[src/rtl/store_queue.sv]
`default_nettype none
// ============================================================================
// Module   : store_queue
// Function : In-order store queue. Allocates up to two stores per cycle,
//            captures address and data from the store FU, marks stores
//            retired from the ROB count, and drains retired stores to the
//            D-cache one at a time over a req/ack handshake. On a branch
//            mispredict the tail is restored from a branch-stack snapshot.
// Revision : 1.0 - initial release
// ============================================================================
module store_queue #(
   parameter int SQ_DEPTH = 8,
   parameter int PTR_W    = 3,
   parameter int ADDR_W   = 64,
   parameter int DATA_W   = 64
) (
   input  logic              clk,
   input  logic              reset,
   input  logic [1:0]        disp_n,
   output logic [PTR_W:0]    sq_tail,
   output logic [PTR_W:0]    sq_available,
   output logic              sq_empty,
   input  logic              exec_valid,
   input  logic [PTR_W-1:0]  exec_idx,
   input  logic [ADDR_W-1:0] exec_addr,
   input  logic [DATA_W-1:0] exec_data,
   input  logic [1:0]        rob_nRetireStores,
   input  logic              br_pred_wrong,
   input  logic [PTR_W:0]    bs_recov_sq_tail,
   output logic              mem_req,
   output logic [ADDR_W-1:0] mem_addr,
   output logic [DATA_W-1:0] mem_data,
   input  logic              mem_ack
);

   localparam int PW = PTR_W + 1;

   // Pointers carry one wrap bit above the index bits.
   logic [PW-1:0]       head;
   logic [PW-1:0]       ret_ptr;
   logic [PW-1:0]       tail;
   logic [PW-1:0]       avail;

   // Per-entry state.
   logic [SQ_DEPTH-1:0] valid;
   logic [SQ_DEPTH-1:0] ready;
   logic [SQ_DEPTH-1:0] retired;
   logic [ADDR_W-1:0]   addr_q [SQ_DEPTH];
   logic [DATA_W-1:0]   data_q [SQ_DEPTH];

   // Per-entry event masks for this cycle.
   logic [SQ_DEPTH-1:0] disp_hit;
   logic [SQ_DEPTH-1:0] retire_hit;
   logic [SQ_DEPTH-1:0] squash_hit;
   logic [SQ_DEPTH-1:0] exec_hit;

   logic [PTR_W-1:0]    head_idx;
   logic [PW-1:0]       squash_span;
   logic [PW-1:0]       next_head;
   logic [PW-1:0]       next_tail;
   logic                drain;

   assign head_idx     = head[PTR_W-1:0];
   assign mem_req      = !reset && valid[head_idx] && retired[head_idx];
   assign mem_addr     = reset ? '0 : addr_q[head_idx];
   assign mem_data     = reset ? '0 : data_q[head_idx];
   assign drain        = mem_req && mem_ack;
   assign sq_tail      = tail;
   assign sq_available = avail;
   assign sq_empty     = (head == tail);

   // Squashed span is [recovery tail, current tail); its length is the modular distance.
   assign squash_span  = tail - bs_recov_sq_tail;
   assign next_head    = head + (drain ? PW'(1) : PW'(0));
   assign next_tail    = br_pred_wrong ? bs_recov_sq_tail : (tail + PW'(disp_n));

   // Classify every entry by its modular distance from the relevant pointer.
   always_comb begin
      disp_hit   = '0;
      retire_hit = '0;
      squash_hit = '0;
      exec_hit   = '0;
      for (int i = 0; i < SQ_DEPTH; i++) begin
         disp_hit[i]   = !br_pred_wrong &&
                         ({1'b0, PTR_W'(i) - tail[PTR_W-1:0]} < PW'(disp_n));
         retire_hit[i] = ({1'b0, PTR_W'(i) - ret_ptr[PTR_W-1:0]} < PW'(rob_nRetireStores));
         squash_hit[i] = br_pred_wrong &&
                         ({1'b0, PTR_W'(i) - bs_recov_sq_tail[PTR_W-1:0]} < squash_span);
         exec_hit[i]   = exec_valid && valid[i] && (exec_idx == PTR_W'(i)) && !squash_hit[i];
      end
   end

   // Pointer and free-count update; free count reflects post-recovery, post-drain pointers.
   always_ff @(posedge clk) begin
      if (reset) begin
         head    <= '0;
         ret_ptr <= '0;
         tail    <= '0;
         avail   <= PW'(SQ_DEPTH);
      end else begin
         head    <= next_head;
         ret_ptr <= ret_ptr + PW'(rob_nRetireStores);
         tail    <= next_tail;
         avail   <= PW'(SQ_DEPTH) - (next_tail - next_head);
      end
   end

   // Entry state update: drain clears the head; otherwise allocate, capture, retire, squash.
   always_ff @(posedge clk) begin
      if (reset) begin
         valid   <= '0;
         ready   <= '0;
         retired <= '0;
         for (int i = 0; i < SQ_DEPTH; i++) begin
            addr_q[i] <= '0;
            data_q[i] <= '0;
         end
      end else begin
         for (int i = 0; i < SQ_DEPTH; i++) begin
            if (drain && (head_idx == PTR_W'(i))) begin
               valid[i]   <= 1'b0;
               ready[i]   <= 1'b0;
               retired[i] <= 1'b0;
            end else if (squash_hit[i]) begin
               valid[i]   <= 1'b0;
               ready[i]   <= 1'b0;
               retired[i] <= 1'b0;
            end else begin
               if (disp_hit[i]) begin
                  valid[i]   <= 1'b1;
                  ready[i]   <= 1'b0;
                  retired[i] <= 1'b0;
               end
               if (exec_hit[i]) begin
                  ready[i]  <= 1'b1;
                  addr_q[i] <= exec_addr;
                  data_q[i] <= exec_data;
               end
               if (retire_hit[i]) begin
                  retired[i] <= 1'b1;
               end
            end
         end
      end
   end

   // The ROB may only retire stores whose address and data are already captured.
   always_ff @(posedge clk) begin
      if (!reset) begin
         for (int i = 0; i < SQ_DEPTH; i++) begin
            if (retire_hit[i]) begin
               assert (valid[i] && ready[i]);
            end
         end
      end
   end

endmodule
`default_nettype wire

[config.mk]
export PLATFORM = sky130hd
export DESIGN_NAME = store_queue
export DESIGN_NICKNAME = d
export VERILOG_FILES = /design/src/rtl/store_queue.sv
export SDC_FILE = /design/constraint.sdc
export NUM_CORES = 2
export LEC_CHECK = 0
export CORE_ASPECT_RATIO = 2
export CORE_MARGIN = 5
export CORE_UTILIZATION = 59
export DETAILED_ROUTE_END_ITERATION = 8
export HOLD_SLACK_MARGIN = 0.1
export PLACE_DENSITY = 0.89
export REMOVE_ABC_BUFFERS = 1
export SETUP_SLACK_MARGIN = 0.1
export SYNTH_ARGS = -nofsm -noshare
export SYNTH_HDL_FRONTEND = slang
export SYNTH_SLANG_ARGS = --single-unit
[constraint.sdc]
create_clock -name clk -period 61.2 [get_ports clk]
set_input_delay 18.36 -clock clk [delete_from_list [all_inputs] [get_ports clk]]
set_output_delay 18.36 -clock clk [all_outputs]
set_load 0.005 [all_outputs]
==> impl_metrics.env <==
export IMPL_p_comb_share_pct=6.7
export IMPL_preCtsSetupSlack_ps=22480
export IMPL_postCtsHoldBufs=0
export IMPL_drcViolationCount=0
export IMPL_numPortBuffers=281
export IMPL_hpwl_um=63400
export IMPL_fin_crit_sh_pct=63.2
export IMPL_power_density_nw_per_um2=29.2
export IMPL_p_seq_share_pct=54.7
export IMPL_crit_fanout=92
export IMPL_status="completed"
export IMPL_clock_path_buffers=3
export IMPL_max_slew_worst_pin_slew_ps=1140
export IMPL_crit_path_end_kind="primary output"
export IMPL_clk_latency_ps=670
export IMPL_initialDrtViolationCount=3078
export IMPL_nNetsFinal=3470
export IMPL_slew_viol_final=0
export IMPL_die_width_um=207
export IMPL_required_ps=42840
export IMPL_drt_first_pass_iters=6
export IMPL_synth_area_um2=45900
export IMPL_async_flop_share_pct=0
export IMPL_start_util_pct=59.6
export IMPL_fp_row_count=144
export IMPL_track_usage_pct=27.4
export IMPL_clk_pin_slew_ps=70
export IMPL_cts_max_level=3
export IMPL_finalSetupViolCount=0
export IMPL_final_util_pct=68.0
export IMPL_grtUsageMet1_pct=33.5
export IMPL_post_synth_top_count_cell="edfxtp_1"
export IMPL_min_from="valid[5]"
export IMPL_netSwitchingPower_uw=330
export IMPL_whs_ps=550
export IMPL_fin_ws_ps=22520
export IMPL_synth_edf_count=1024
export IMPL_viasPerCell=6.14
export IMPL_grt_pass1_vias=29000
export IMPL_synth_area_top_cells="edfxtp_1 (67%), mux4_2 (13%), nor2_1 (7.5%)"
export IMPL_yosysUniqueCellTypes=58
export IMPL_busiest_layer="met2"
export IMPL_slew_headroom_pct=23.9
export IMPL_cp_startpoint="reset"
export IMPL_min_period_ps=38680
export IMPL_area_growth_pct=14.1
export IMPL_finalHoldViolCount=0
export IMPL_cp_start_kind="input port"
export IMPL_antenna_found_initial=6
export IMPL_synth_top_area_cell="edfxtp_1"
export IMPL_root_buffer="clkbuf_16"
export IMPL_numCtsBuffers=87
export IMPL_tritoncts="yes"
export IMPL_ant_nets=0
export IMPL_synth_main_ff_cell="edfxtp_1"
export IMPL_power_uw=1530
export IMPL_met3_usage_pct=4.87
export IMPL_cts_resized_gates=0
export IMPL_grt_first_pass_wirelength_um=175000
export IMPL_crit_type="input port to primary output"
export IMPL_grt_max_degree=130
export IMPL_avgRoutedWirePerCell_um=26.3
export IMPL_fmax_ghz=0.0259
export IMPL_p_int_uw=1200
export IMPL_rsz0062_at_grt="no"
export IMPL_rr_startpoint="sq_tail[0]"
export IMPL_synth_seq_cells=1055
export IMPL_place_gp_congestion=0.821
export IMPL_finClkSkew_ps=19.4
export IMPL_synth_common_cells="edfxtp_1 (1024), nor2_1 (916), mux4_2 (257)"
export IMPL_p_sw_share_pct=21.6
export IMPL_min_path_type="flop to flop"
export IMPL_drt_wl_total_um=115000
export IMPL_yosys_warnings=0
export IMPL_synthCells=3063
export IMPL_setup_tns_ps=0
export IMPL_met2_usage_pct=49.5
export IMPL_fp_dieH_um=405
export IMPL_avgSynthCellArea_um2=15.0
export IMPL_ys_seq_area_share_pct=68.3
export IMPL_cts_setup_buffers=0
export IMPL_die_area_um2=83900
export IMPL_io_pins=282
export IMPL_overflow=0
export IMPL_cts_sinks=1055
export IMPL_synth_top_area_share_pct=66.9
export IMPL_coreArea_um2=77100
export IMPL_p_clk_share_pct=38.7
export IMPL_ir_drop_uv=34.7
export IMPL_crit_arrival_ps=20320
export IMPL_vias=26900
export IMPL_leakage_uw=0.0185
export IMPL_drive_above_1_share_pct=14.0
export IMPL_cap_violations=0
[sequential cells by signal, summed over array words and instances, names as in the netlist]
signal        count
valid             8
sq_available      4
data_q          512
head              4
sq_tail           4
addr_q          512
ret_ptr           3
retired           8
[path summary, 6_finish.rpt]
path,endpoint,slack (ps),cells past startpoint
worst max register to register,data_q[3][62],55330,13
worst max-delay path,mem_data[55],22520,4
worst min-delay path,valid[5],550,2
worst min register to register,valid[5],550,2
[per-layer routing]
metal	wire length, µm	part of all wire, %
met3	9930	8.6
met1	39800	35
met4	3640	3.2
met5	19	0.017
met2	61800	54
[critical path, stage by stage]
cell and delay (ps):
buf_6 370, buf_4 800, nor2_1 140, clkdlybuf4s50_1 500
[cells in the final DEF (no fill, tap or decap), drive strengths merged, types with 3 or more instances in the layout]
master and instances:
mux4 257, xor2 12, and2 4, o21ai 10, clkinv 30, buf 49
nor3 8, o211ai 3, fa 5, bufinv 15, clkinvlp 6, dfxtp 31
edfxtp 1024, nor2 917, a22oi 3, a21o 3, mux2i 130, nor2b 8
clkdlybuf4s50 280, a211oi 10, diode 5, nor4 9, a21oi 23, nand3 10
a41o 3, xnor2 13, ha 38, nand2 153, inv 162, clkbuf 105
[logic make-up (layout without fill, tap and decap cells)]
family	after synthesis	in the layout	share of synthesized area, %
simple gates	1127	1127	9.54
other cells	0	5	0
mux	388	388	15.5
fa+ha+maj	43	43	1.25
flops	1055	1055	68.3
buf+inv	356	647	3.92
compound gates	69	69	1.09
xor+xnor	25	25	0.477
[layout make-up]
cell class                      instances  area [µm²]
Fill cell                            5072       24700
Clock buffer                          105        2310
Multi-Input combinational cell       1652       12900
Inverter                              158         598
Tap cell                             1022        1280
Timing Repair Buffer                  329        3220
Sequential cell                      1055       31400
Antenna cell                            5        12.5
Clock inverter                         55         702
[through the flow]
| stage | cells | instance area [µm²] |
|---|---|---|
| floorplan | 2865 | 44700 |
| global placement | 4216 | 49400 |
| detailed placement | 4216 | 49400 |
| CTS | 4376 | 52400 |
| global route | 4376 | 52400 |
| finish | 4381 | 52400 |
[power by group through the flow]
stage          combinational [µW]  clock, µW  sequential, µW
5_1_grt                       109        628             838
3_5_place_dp                  101          0             851
4_1_cts                       102        597             836
6_report                      102        591             835
2_1_floorplan                53.4          0             853
3_3_place_gp                 98.1          0             847
No activity file was read; power rests on OpenSTA's default activity.
